===== src/rtl/snow64_fetch_queue.sv =====
// snow64_fetch_queue: sequential icache fetcher feeding a DEPTH-entry instruction/PC FIFO with redirect flush
module snow64_fetch_queue #(
  parameter int DEPTH = 4,
  parameter int ADDR_WIDTH = 64,
  parameter int INSTR_WIDTH = 32,
  parameter logic [ADDR_WIDTH-1:0] RESET_PC = '0,
  parameter bit CTRL_FLOW_STOP = 1'b1
) (
  input  logic                         clk,
  input  logic                         rst,
  output logic                         icache_req,
  output logic [ADDR_WIDTH-1:0]        icache_addr,
  input  logic                         icache_valid,
  input  logic [INSTR_WIDTH-1:0]       icache_instr,
  input  logic                         fetched_ctrl_flow,
  input  logic                         redirect_valid,
  input  logic [ADDR_WIDTH-1:0]        redirect_pc,
  output logic                         deq_valid,
  output logic [INSTR_WIDTH-1:0]       deq_instr,
  output logic [ADDR_WIDTH-1:0]        deq_pc,
  input  logic                         deq_ready,
  output logic [$clog2(DEPTH+1)-1:0]   count
);
  localparam int PW = $clog2(DEPTH);
  localparam int CW = $clog2(DEPTH+1);
  localparam logic [CW-1:0] FULL = CW'(DEPTH);
  localparam logic [ADDR_WIDTH-1:0] STEP = ADDR_WIDTH'(INSTR_WIDTH / 8);
  typedef enum logic {ST_FETCH, ST_WAIT_REDIRECT} state_t;
  state_t state, state_next;
  logic [ADDR_WIDTH-1:0] fetch_pc;
  logic [INSTR_WIDTH-1:0] mem_instr [DEPTH];
  logic [ADDR_WIDTH-1:0] mem_pc [DEPTH];
  logic [PW-1:0] rd_ptr, wr_ptr;
  logic push, pop;
  assign icache_req = (state == ST_FETCH) && (count != FULL) && !redirect_valid;
  assign icache_addr = fetch_pc;
  assign deq_valid = (count != '0) && !redirect_valid;
  assign deq_instr = mem_instr[rd_ptr];
  assign deq_pc = mem_pc[rd_ptr];
  assign push = icache_req && icache_valid;
  assign pop = deq_valid && deq_ready;
  always_comb begin
    state_next = redirect_valid ? ST_FETCH
               : (push && fetched_ctrl_flow && CTRL_FLOW_STOP) ? ST_WAIT_REDIRECT
               : state;
  end
  always_ff @(posedge clk or posedge rst) begin
    if (rst) begin
      state <= ST_FETCH;
      fetch_pc <= RESET_PC;
      rd_ptr <= '0;
      wr_ptr <= '0;
      count <= '0;
      for (int i = 0; i < DEPTH; i++) begin
        mem_instr[i] <= '0;
        mem_pc[i] <= '0;
      end
    end else begin
      state <= state_next;
      if (redirect_valid) begin
        fetch_pc <= redirect_pc;
        rd_ptr <= '0;
        wr_ptr <= '0;
        count <= '0;
      end else begin
        if (push) begin
          mem_instr[wr_ptr] <= icache_instr;
          mem_pc[wr_ptr] <= fetch_pc;
          wr_ptr <= wr_ptr + 1'b1;
          fetch_pc <= fetch_pc + STEP;
        end
        if (pop) rd_ptr <= rd_ptr + 1'b1;
        count <= count + CW'(push) - CW'(pop);
      end
    end
  end
endmodule

===== config.mk =====
export PLATFORM = sky130hd
export DESIGN_NAME = snow64_fetch_queue
export DESIGN_NICKNAME = d
export VERILOG_FILES = /design/src/rtl/snow64_fetch_queue.sv
export SDC_FILE = /design/constraint.sdc
export NUM_CORES = 1
export LEC_CHECK = 0
export CORE_MARGIN = 1
export CORE_UTILIZATION = 40
export DETAILED_ROUTE_END_ITERATION = 10
export DONT_BUFFER_PORTS = 1
export PLACE_DENSITY = 0.64
export SLEW_MARGIN = 40
export SYNTH_ARGS = -nofsm -noshare
export SYNTH_HDL_FRONTEND = slang
export SYNTH_SLANG_ARGS = --single-unit

===== constraint.sdc =====
create_clock -name clk -period 19.3 [get_ports clk]
set_input_delay 2.895 -clock clk [delete_from_list [all_inputs] [get_ports clk]]
set_output_delay 2.895 -clock clk [all_outputs]
set_load 0.005 [all_outputs]

Yosys cells after proc, flatten, opt, wreduce, memory -nomap -nowiden
Index checks and enable logic that the tools add are counted.

Output and inout bits: 165. Memories: 0. Memory bits (writable): 0. Input bits: 102. Bits in latches: 0. Register bits: 456. Memory bits (read-only): 0. Word-level logic and storage cells: 60.

Muxes and demuxes: 21. Eq/ne operators: 1. Magnitude comparators: 3. Reduce and logical (&&, ||, !) cells: 13. Multiply operators: 0. Divide/modulo/power cells: 0. Bitwise gates (word level): 4. Add/subtract/negate cells: 5. Shift-type cells: 0.

Operator list (number): 64-bit two-way mux (5); 256-bit bitwise mux (1); 64-bit binary-select mux with 2-bit select (1); 128-bit bitwise mux (1); 64-bit demux with 2-bit select (1); 32-bit two-way mux (3); 64-bit by 3-bit adder with 64-bit output, second input constant (1); 32-bit binary-select mux with 2-bit select (1); 32-bit demux with 2-bit select (1); 2-bit two-way mux (4); 1-bit logical AND (7); 3-bit greater-or-equal comparator, second input constant (2); 2-bit NOT with 3-bit output (2); 2-bit nonzero test (3); 2-bit by 1-bit adder with 2-bit output, second input constant (2); 3-bit by 1-bit adder with 3-bit output (1); 3-bit by 1-bit < comparator with 1-bit output, second input constant (1); 3-bit two-way mux (1); 3-bit inequality test, second input constant (1); 3-bit nonzero test (1); 3-bit by 1-bit subtractor with 3-bit output (1); 1-bit two-way mux (2); 1-bit NOT (2); 2-bit AND reduction (1); 1-bit zero test (1).

Longest topological paths before layout
Gate-level depths: netlist (run 1).

Depth in word-level cells: 7. Mapped depth: 13. Depth with buffers taken out: 10.

Least setup slack after synthesis (run 1)
OpenSTA, ideal clock, no wires.

Kind: in2out. Start: input port redirect_valid. End: output port icache_req. Arrival time: 3.639 ns. Data required time: 16.405 ns. Buffers on the path: 3. Slack: 12.766 ns. Stages: 4. Path through: buf_6 > clkbuf_1 > clkbuf_1 > nor3_1.

Word-level cells in the longest chain between the ends: 2.

RTL lines: from (decl) (RTL line 16) `input logic redirect_valid,`; 1-bit zero test (RTL line 35) `assign icache_req = (state == ST_FETCH) && (count != FULL) && !redirect_valid;`; 1-bit logical AND (RTL line 35); to (decl) (RTL line 11) `output logic icache_req,`.

No other way between the ends.

Worst setup path in the final report (run 1)
Start: input port redirect_valid. End: output port deq_valid.

Word-level cells in the longest chain between the ends: 2.

RTL lines: 1-bit zero test (RTL line 37) `assign deq_valid = (count != '0) && !redirect_valid;`; 1-bit logical AND (RTL line 37); to (decl) (RTL line 18) `output logic deq_valid,`.

No other way between the ends.

==> impl_metrics.yaml, run 1 <==
cells_and_area:
  synthToLayoutAreaGrowth_pct: 10.5
  drive_gt1_share_pct: 36.6
  nets: 1617
  fillers: 4588
  stdcell_count: 2225
synth:
  yosysSeqAreaShare_pct: 53.9
  synth_edf_count: 0
  synthTopCellsByCount: "dfrtp_1, mux2_2, nand2_1"
  yosys.cell_types.count: 68
  yosysWarningCount: 0
  synth_top_cell_by_area: "dfrtp_1"
  synth-seq-cells: 456
  avgSynthCellArea_sq_um: 13.5
  synthCells: 1566
  synth_top_area_share_pct: 53.9
  syn_area_sq_um: 21200
  synth_fp_nets: 1676
  async_flop_share_pct: 100
  synth_most_common_cell: "dfrtp_1"
  synth_ff_type: "dfrtp_1"
  synthTopCellsByArea: "dfrtp_1, mux2_2, mux4_2"
placed_design:
  io_buffers: 0
  hpwl_um: 35300
  dp_cells: 2135
  gp_congestion: 0.789
floorplan:
  floorplan.rows: 83
  die_w_um: 232
  io_pins: 267
  core_area_sq_um: 51800
  die_y_um: 232
  initial_core_util_pct: 40.8
  die-area_sq_um: 53800
global_route:
  grt_usage_pct: 20.6
  grt_max_degree: 126
  antenna_found_initial: 10
  grt_pass1_vias: 13500
  grt_pass1_wl_um: 84500
  overflow: 0
outcome:
  outcome: "completed"
timing:
  slew_viol_final: 0
  finalHoldViolCount: 0
  setup_tns_ns: 0
  post-route-period-util_pct: 32.0
  post-route-min-period_ns: 6.17
  rsz0062_at_grt: "no"
  fmax_ghz: 0.162
  fin_skew_ns: 0.0388
  slew_headroom_pct: 45.8
  finalSetupViolCount: 0
  worst_pin_slew_ns: 0.808
critical_path:
  worst-path-buf-inv: 0
  end_kind: "primary output"
  crit_path_top_delay_cell: "nor2_1"
  worstPathArrival_ns: 3.27
  path_class: "in -> out"
  slowest_delay_ns: 0.35
  crit_chain: "nor2_1"
  cp_data_required_time_ns: 16.41
  critPathLaunchType: "primary input"
  critPathTopFamily: "simple AND/OR/NAND/NOR gates"
  worstPathMaxFanout: 82
power_and_ir_drop:
  p_leak_uw: 0.0101
  powerDensity_nw_per_um2: 144
  ir_worst_vdd_mv: 0.0659
route:
  postRouteAntennaNets: 0
  drtPass1Iterations: 5
  drt_wl_total_um: 54600
  vias: 13100
  vias_per_cell: 5.88
  drtIter0Drc: 756
  drc: 0
  wire_per_inst_um: 24.5
clocking:
  htreeDepth: 2
  cts_setup_buffers: 0
  cts_sinks: 456
  cts_tree: "yes"
  cts_hold_buf: 0
  cts_made_buffers: 50
  cts-resized-gates: 0
  cts.path.max_buffers: 3
  cts_root_buf: "clkbuf_16"
  clk_pin_slew_ns: 0.06
  clk_latency_ns: 0.60
worst_hold_path:
  min_path_type: "reg -> reg"
run:
  drv_cap: 0
metal layers:
metal  wire length [um]  share of wire [%]  vias up  global-route usage, %
met5                 64               0.12        -                      0
met4               1160                2.1       10                   5.06
met3               5320                9.8       99                   8.12
met2              25100                 46      432                   31.8
met1              22900                 42     6824                   27.1
li1                   -                  -     5708                      -
worst paths after layout:
kind | start | to | slack, ns | cells past startpoint
hold / removal | mem_pc[233] | mem_pc[233] | 0.48 | 2
min in group asynchronous | rst | mem_instr[51] | 2.19 | 1
setup reg to reg | state | count[2] | 15.39 | 11
hold reg to reg | mem_pc[233] | mem_pc[233] | 0.48 | 2
setup / recovery | redirect_valid | deq_valid | 13.13 | 1
max in group asynchronous | rst | mem_pc[96] | 15.66 | 4
logic make-up after synthesis:
group | after synthesis | synth area share [%]
buffers and inverters | 151 | 3.23
adders and majority gates | 8 | 0.509
and+or+nand+nor | 343 | 8.68
DFF | 456 | 53.9
AOI/OAI and AO/OA | 165 | 5.07
xor gates and xnor gates | 8 | 0.331
muxes | 435 | 28.2
where the power goes:
| part | total [uW] | switching (uW) | leakage (uW) | internal, uW |
|---|---|---|---|---|
| logic | 866 | 371 | 0.00347 | 495 |
| clock network | 958 | 385 | 0.000806 | 572 |
| registers | 1550 | 236 | 0.00581 | 1310 |
placed cells by master, fill, tap and decap left out, types with 14 or more instances in the layout:
cell	synthesis	routed
dfrtp_1	456	454
mux2_2	335	335
nand2_1	129	125
mux4_2	96	96
o21ai_0	80	80
clkbuf_16	0	51
nand3_1	44	44
nand4_1	36	36
nor2_1	32	32
o211ai_1	24	24
inv_1	19	18
nor3_1	16	16
clkbuf_8	0	14
state kept, by name (all words and copies together), names as in the netlist:
name / count
rd_ptr: 2
mem_instr: 128
mem_pc: 256
count: 3
wr_ptr: 2
icache_addr: 64
state: 1
metrics by stage:
stage	power [uW]	hold WS [ns]	util, %	worst slack [ns]	area, sq um
6_report	3370	0.478	45.1	13.13	23400
5_1_grt	3570	0.505	45.1	13.14	23400
4_1_cts	3420	0.479	45.1	13.18	23400
3_5_place_dp	2450	0.466	41.9	13.18	21700
3_3_place_gp	2380	0.456	41.6	13.20	21600
2_1_floorplan	2190	0.445	-	3.69	21200
final cells by class:
type | instances | area [sq um] | share of cell area, %
Tap cell | 680 | 851 | 3.64
Multi-Input combinational cell | 959 | 9100 | 38.9
Clock buffer | 75 | 1500 | 6.40
Timing Repair Buffer | 20 | 260 | 1.11
Antenna cell | 3 | 7.51 | 0.0321
Inverter | 20 | 88.8 | 0.380
Sequential cell | 456 | 11400 | 48.8
Clock inverter | 12 | 151 | 0.648
Power figures use the tool's default switching activity.
==> run 2, diff against run 1 <==
Clock period 19.3 ns to 5.8 ns, I/O delays scaled along.
==> impl_metrics.yaml, run 2 (synthesized netlist as in run 1, its figures left out) <==
global_route:
  grt_pass1_vias: 13600
  grt_pass1_wl_um: 85100
  grt_max_degree: 112
  overflow: 0
  grt_usage_pct: 20.7
  antenna_found_initial: 10
cells_and_area:
  stdcell_count: 2240
  layout_commonest_cell: "dfrtp_1"
  synthToLayoutAreaGrowth_pct: 11.2
  nets: 1624
  final_cell_mix: "dfrtp_1, mux2_2, nand2_1, mux4_2, o21ai_0"
  largest_register_ff_count: 256
  final_util_pct: 45.4
  fin_area_sq_um: 23500
  drive_gt1_share_pct: 37.3
  largest-register: "mem_pc"
critical_path:
  endpoint: "deq_pc[36]"
  worstPathMaxFanout: 50
  end_kind: "primary output"
  slowest_delay_ns: 0.77
  worstPathArrival_ns: 2.50
  worst-path-buf-inv: 1
  r2r_start: "state"
  rr_worst_depth: 10
  crit_chain: "buf_12 > mux4_2"
  cp.depth: 2
  rrSetupSlack_ns: 2.54
  path_class: "reg -> out"
  r2r-end: "count[2]"
  crit_path_top_delay_cell: "dfrtp_4"
  critPathTopFamily: "flip-flops"
  startpoint: "rd_ptr[0]"
  critPathLaunchType: "flop"
  cp_data_required_time_ns: 4.93
timing:
  rsz0062_at_grt: "no"
  whs_ns: 0.141
  fmax_ghz: 0.297
  worst_pin_slew_ns: 0.793
  setup_tns_ns: 0
  slew_headroom_pct: 47.1
  finalHoldViolCount: 0
  post-route-period-util_pct: 58.1
  post-route-min-period_ns: 3.37
  fin_skew_ns: 0.0139
  slew_viol_final: 0
  finalSetupViolCount: 0
clocking:
  cts_made_buffers: 51
  cts_hold_buf: 0
  htreeDepth: 2
  clk_latency_ns: 0.58
  cts.path.max_buffers: 3
  cts_root_buf: "clkbuf_16"
  cts_tree: "yes"
  cts-resized-gates: 0
  cts_setup_buffers: 0
  clk_pin_slew_ns: 0.06
  cts_sinks: 456
floorplan:
  die_y_um: 232
  io_pins: 267
  floorplan.rows: 83
  die-area_sq_um: 53800
  core_area_sq_um: 51800
  initial_core_util_pct: 40.8
  die_w_um: 232
route:
  vias_per_cell: 5.86
  drc: 0
  drt_wl_total_um: 54900
  vias: 13100
  drtIter0Drc: 834
  wire_per_inst_um: 24.5
  postRouteAntennaNets: 0
  drtPass1Iterations: 5
power_and_ir_drop:
  ir_worst_vdd_mv: 0.242
  p_leak_uw: 0.0102
  powerDensity_nw_per_um2: 482
placed_design:
  dp_cells: 2140
  gp_congestion: 0.791
  io_buffers: 0
  hpwl_um: 36100
  post_dp_cell_area_sq_um: 21800
run:
  drv_cap: 0
worst_hold_path:
  min_path_type: "in -> async"
outcome:
  outcome: "completed"
-- run 2: cell types whose count changed in the layout (fill, tap and decap cells not counted), sizes merged --
cell      delta
clkinv       +6
buf          +7
clkinvlp     +6
diode        +3
bufinv       +2
clkbuf      -10
inv          +1
-- run 2: final cells by class --
cell class	instances	area (sq um)
clock inverters	27	292
fillers	4573	28300
inverters	20	80.1
well taps	680	851
repair buffers	26	343
multi-input cells	959	9090
clock buffers	66	1440
flip-flops and latches	456	11400
diodes	6	15.0
-- run 2: worst min path at each step --
stage	end	depth (start not counted)	slack (ns)	startpoint
final	mem_pc[71]	1	0.14	rst
after global routing	mem_pc[199]	1	0.14	rst
after CTS	mem_pc[69]	1	0.30	rst
after detailed placement	mem_pc[104]	2	0.47	mem_pc[104]
after global placement	mem_pc[164]	2	0.46	mem_pc[164]
after floorplan	mem_pc[100]	2	0.44	mem_pc[100]
-- run 2: through the flow --
stage | setup WS, ns | power, uW
after floorplan | -1.24 | 7290
after global placement | 2.38 | 7940
after detailed placement | 2.38 | 8160
after CTS | 2.36 | 11500
after global routing | 2.32 | 12000
final | 2.43 | 11300
-- run 2: routing by layer --
metal / part of all wire (%) / vias to the layer above / GRT usage (%)
met5: 0.14 / - / 1.01
met4: 2.5 / 10 / 6.13
met3: 8.8 / 95 / 7.28
met2: 46 / 400 / 31.4
met1: 43 / 6917 / 27.7
li1: - / 5715 / -
-- run 2: where the power goes --
part / total (uW) / internal [uW] / leakage, uW / switching, uW
Clock: 3300 / 1970 / 0.000838 / 1330
Sequential: 5160 / 4360 / 0.00581 / 799
Combinational: 2890 / 1670 / 0.00350 / 1220
==> patch 1 (config.mk and constraints of run 2) <==
Set the parameter `CTRL_FLOW_STOP` to 1'b0 (it was 1'b1).
--- a/src/rtl/snow64_fetch_queue.sv
+++ b/src/rtl/snow64_fetch_queue.sv
@@ -4,7 +4,7 @@
   parameter int ADDR_WIDTH = 64,
   parameter int INSTR_WIDTH = 32,
   parameter logic [ADDR_WIDTH-1:0] RESET_PC = '0,
-  parameter bit CTRL_FLOW_STOP = 1'b1
+  parameter bit CTRL_FLOW_STOP = 1'b0
 ) (
   input  logic                         clk,
   input  logic                         rst,
Formal check against the unedited RTL: not equivalent (Yosys sat finds a counterexample within 4 cycles, from zero or initial values and one cycle with rst high).
==> patch 1 against run 2 <==
The flow now finishes with violations (design-rule violations). Area after synthesis is 2.0% lower. Wire length is 3.8% lower. Combinational power is 2% higher. Global-route usage is 0.38 points lower. Sequential cell count is 1 lower. Worst setup slack worse by 0.21 ns. Total power is 0.25% higher. Final area is 1.1% lower. Critical path depth is 4 higher. Critical endpoint is now icache_addr[58]$_DFFE_PP0N_.
==> patch 1: results (changes against run 2) <==
- Outcome: complete, but fails checks
- Failing checks: design-rule violations
- Slew HR: 44.9% (-2.2 points)
- Placer Congestion: 0.783 (-1.1%)
- Setup slack at placement: 2.16 ns (-0.219 ns)
- Compound-Gate Fraction of Synth Area: 2.87% (-2.2 points)
- Vias in the first global route: 13100 (-4.1%)
- Unique masters post-synth: 49 (-28%)
- Max reg flops: 256 (unchanged)
- Synth Area in Adders: 0.519% (+0.010 points)
- Setup Skew: 0.0176 ns (+0.00361 ns)
- Sequential power: 5.11 mW (-1%)
- Area contributors post-synth: dfrtp_1, mux2_2, mux4_2
- WL met2: 25.0 mm (-0.14%)
- CTS buffer count: 50 (-2.0%)
- Switching fraction of total power: 28.2% (-1.3 points)
- Crit path DAT: 4.07 ns (+1.57 ns)
- Wire length on met3: 3.85 mm (-21%)
- Peak VDD IR: 0.232 mV (-4.3%)
- Crit Path Max Fanout: 10 (-80%)
- Synth Area in XOR/XNOR: 1.73% (+1.4 points)
- Initial antenna violation count: 1 (-9)
- Share of total power in combinational logic: 25.9% (+0.4 points)
- Power Total: 11.4 mW (+0.25%)
- Static leakage: 9.83 nW (-3.2%)
- Hpwl dp: 33.7 mm (-6.5%)
- GRT Total Usage: 20.3% (-0.38 points)
- Via count: 12400 (-5.9%)
- Remaining design rule violation count: 4 (+4)
- Post-synthesis sequential area ratio: 54.9% (+0.99 points)
- Met1 GRT Util: 26.5% (-1.2 points)
- Top cells by instance count after synthesis: dfrtp_1, mux2_2, mux4_2
- Nets: 1548 (-4.7%)
- Largest net degree at the start of global routing: 150 (+34%)
- Syn nets: 1590 (-5.1%)
- Top sig layer: met4
- Fillers: 4566 (-0.15%)
- Wirelength per Cell: 24.5 µm (-0.16%)
- First-pass GRT wire length: 81.6 mm (-4.1%)
- Fraction of met2 tracks used by global routing: 32.4% (+0.97 points)
- 1st-pass router iterations: 8 (+3)
- Initial DRC count: 770 (-7.7%)
- Post-synthesis mux area share: 30.4% (+2.2 points)
- Routing usage on met3: 6.20% (-1.1 points)
==> patch 1: cell type report <==
class                           instances  area share [%]
Antenna cell                            2          0.0215
Clock buffer                           72            6.34
Clock inverter                         18            1.09
Inverter                               14           0.242
Multi-Input combinational cell        890            38.1
Sequential cell                       455            49.0
Tap cell                              680            3.66
Timing Repair Buffer                   27            1.59
==> patch 1: worst paths after layout <==
path                                               end  slack, ns  cells past startpoint                       start
hold / removal                 mem_pc[131]$_DFFE_PP0P_       0.29                      2                         rst
setup reg to reg           icache_addr[58]$_DFFE_PP0N_       2.22                      6  icache_addr[2]$_DFFE_PP0N_
max in group asynchronous      mem_pc[153]$_DFFE_PP0P_       4.50                      3                         rst
setup / recovery           icache_addr[58]$_DFFE_PP0N_       2.22                      6  icache_addr[2]$_DFFE_PP0N_
hold reg to reg                 mem_pc[12]$_DFFE_PP0P_       0.48                      2      mem_pc[12]$_DFFE_PP0P_
min in group clk           icache_addr[28]$_DFFE_PP0N_       0.40                      2             redirect_pc[28]
==> patch 1: worst max-delay path, stage by stage (launching register included) <==
cell     delay, ns
dfrtp_1       0.67
ha_1          0.34
nand4_1       0.31
nor4_1        0.82
nand3_1       0.51
or4_1         0.64
a31oi_1       0.19
==> patch 1: metrics by stage <==
stage | util [%] | setup TNS [ns] | hold slack (ns) | instances
floorplan | - | -557.40 | 0.445 | 1480
global placement | 41.6 | 0 | 0.455 | 2059
detailed placement | 41.9 | 0 | 0.470 | 2065
CTS | 45.3 | 0 | 0.284 | 2155
global route | 45.3 | 0 | 0.311 | 2156
finish | 45.4 | 0 | 0.293 | 2158
==> patch 2 (config.mk and constraints of run 2) <==
Made on the original files. Reset style: synchronous (`rst`), changed in one clocked block.
--- a/src/rtl/snow64_fetch_queue.sv
+++ b/src/rtl/snow64_fetch_queue.sv
@@ -44,7 +44,7 @@
                : (push && fetched_ctrl_flow && CTRL_FLOW_STOP) ? ST_WAIT_REDIRECT
                : state;
   end
-  always_ff @(posedge clk or posedge rst) begin
+  always_ff @(posedge clk) begin
     if (rst) begin
       state <= ST_FETCH;
       fetch_pc <= RESET_PC;
Behaviour: differs if rst is asserted again (counterexample within 4 cycles, from zero or initial values and one cycle with rst high); with rst held inactive, the same outputs for 4 cycles.
==> patch 2 against run 2 <==
Wire length is 2.3% higher. Non-clock buffer count unchanged. Sequential cell count is 2 higher. Count of clock-buffer cells in the layout down 2. Utilization up 0.34 points. Sequential share of layout area is 9.1 points higher. Via count down 2.2%. Final area is 4.0% lower. Area after synthesis fell by 4.8%. Worst setup slack got worse by 0.0082 ns. Largest cell class unchanged.
Power is not compared: it rests on default switching activity, and its combinational part moved more than twofold at a synthesized area within 25%.
==> patch 2: results (changes against run 2) <==
- Number of cells on the worst reg-to-reg path: 9 (-1)
- Syn nets: 1711 (+2.1%)
- Initial DRC count: 1162 (+39%)
- Reg2reg start: count[2]$_SDFF_PP0_
- Crit Path Max Fanout: 36 (-28%)
- Post-synthesis sequential area ratio: 64.6% (+11 points)
- Unique masters post-synth: 58 (-15%)
- Via count: 12800 (-2.2%)
- CTS buffer count: 49 (-3.9%)
- Layout cells sized above 1: 13.8% (-24 points)
- Placer Congestion: 0.781 (-1.3%)
- Worst Hold Class: in -> reg
- GRT Total Usage: 22.0% (+1.3 points)
- Worst-skew pair later-pin latency: 0.60 ns (+0.02 ns)
- Area contributors post-synth: edfxtp_1, mux4_2, dfxtp_1
- Initial antenna violation count: 6 (-4)
- Family with the most delay on the worst path: buffers and inverters
- Setup Skew: 0.0306 ns (+0.0167 ns)
- Crit path DAT: 2.51 ns (about the same)
- Post-layout util: 45.7% (+0.34 points)
- Crit path largest cell delay: 0.55 ns (-0.22 ns)
- Slowest cell on crit path: dfxtp_4
- Outcome: complete, no violations
- Critical R2R Capture: icache_addr[24]$_SDFFE_PP0N_
- Reg2reg setup slack: 2.81 ns (+0.27 ns)
==> patch 2: through the flow <==
step / std cells / worst slack (ns) / instance area, µm² / power [mW] / hold WS (ns)
final: 2278 / 2.42 / 22600 / 7.33 / 0.346
after global placement: 2181 / 2.29 / 20800 / 4.25 / 0.467
after CTS: 2273 / 2.19 / 22500 / 7.41 / 0.309
after global routing: 2277 / 2.27 / 22600 / 7.55 / 0.317
after detailed placement: 2186 / 2.49 / 20900 / 4.27 / 0.473
after floorplan: 1605 / -0.922 / 20100 / 4.12 / 0.437
==> patch 2: kinds of logic after synthesis <==
logic type,after synthesis,share of synthesized area [%]
adders and majority gates,4,0.286
buffers and inverters,215,4.17
DFF,458,64.6
xor gates and xnor gates,23,1.00
AOI/OAI and AO/OA,155,4.62
and+or+nand+nor,648,14.3
muxes,102,11.1
==> patch 2: cell type report <==
cell class | count | area (µm²)
clock buffers | 64 | 1360
clock inverters | 23 | 239
repair buffers | 26 | 337
inverters | 108 | 405
diodes | 3 | 7.51
fillers | 4497 | 26800
well taps | 664 | 831
flip-flops and latches | 458 | 13000
multi-input cells | 932 | 6380
==> patch 2: worst max path at each step <==
| stage | startpoint | to | slack (ns) | depth (start not counted) |
|---|---|---|---|---|
| 2_1_floorplan | redirect_valid | mem_instr[0][0]$_SDFFCE_PN0P_ | -0.92 | 7 |
| 3_3_place_gp | redirect_valid | mem_instr[2][7]$_SDFFCE_PN0P_ | 2.29 | 6 |
| 3_5_place_dp | redirect_valid | mem_instr[2][4]$_SDFFCE_PN0P_ | 2.49 | 8 |
| 4_1_cts | flop | deq_pc[8] | 2.19 | 2 |
| 5_1_grt | flop | deq_pc[8] | 2.27 | 2 |
| 6_report | flop | deq_pc[8] | 2.42 | 3 |
==> patch 2: layer usage <==
metal | global-route usage [%] | part of all wire (%) | routed length (µm)
met2 | 35.9 | 48 | 27000
met1 | 28.8 | 42 | 23500
met4 | 5.38 | 1.8 | 1020
met3 | 6.48 | 8.2 | 4590
met5 | 0 | 0.11 | 61
==> patch 2: where the power goes <==
part / internal (mW) / switching, mW / total, mW
registers: 3.72 / 0.107 / 3.82
clock network: 1.86 / 1.28 / 3.14
logic: 0.130 / 0.238 / 0.368
total: 5.70 / 1.63 / 7.33
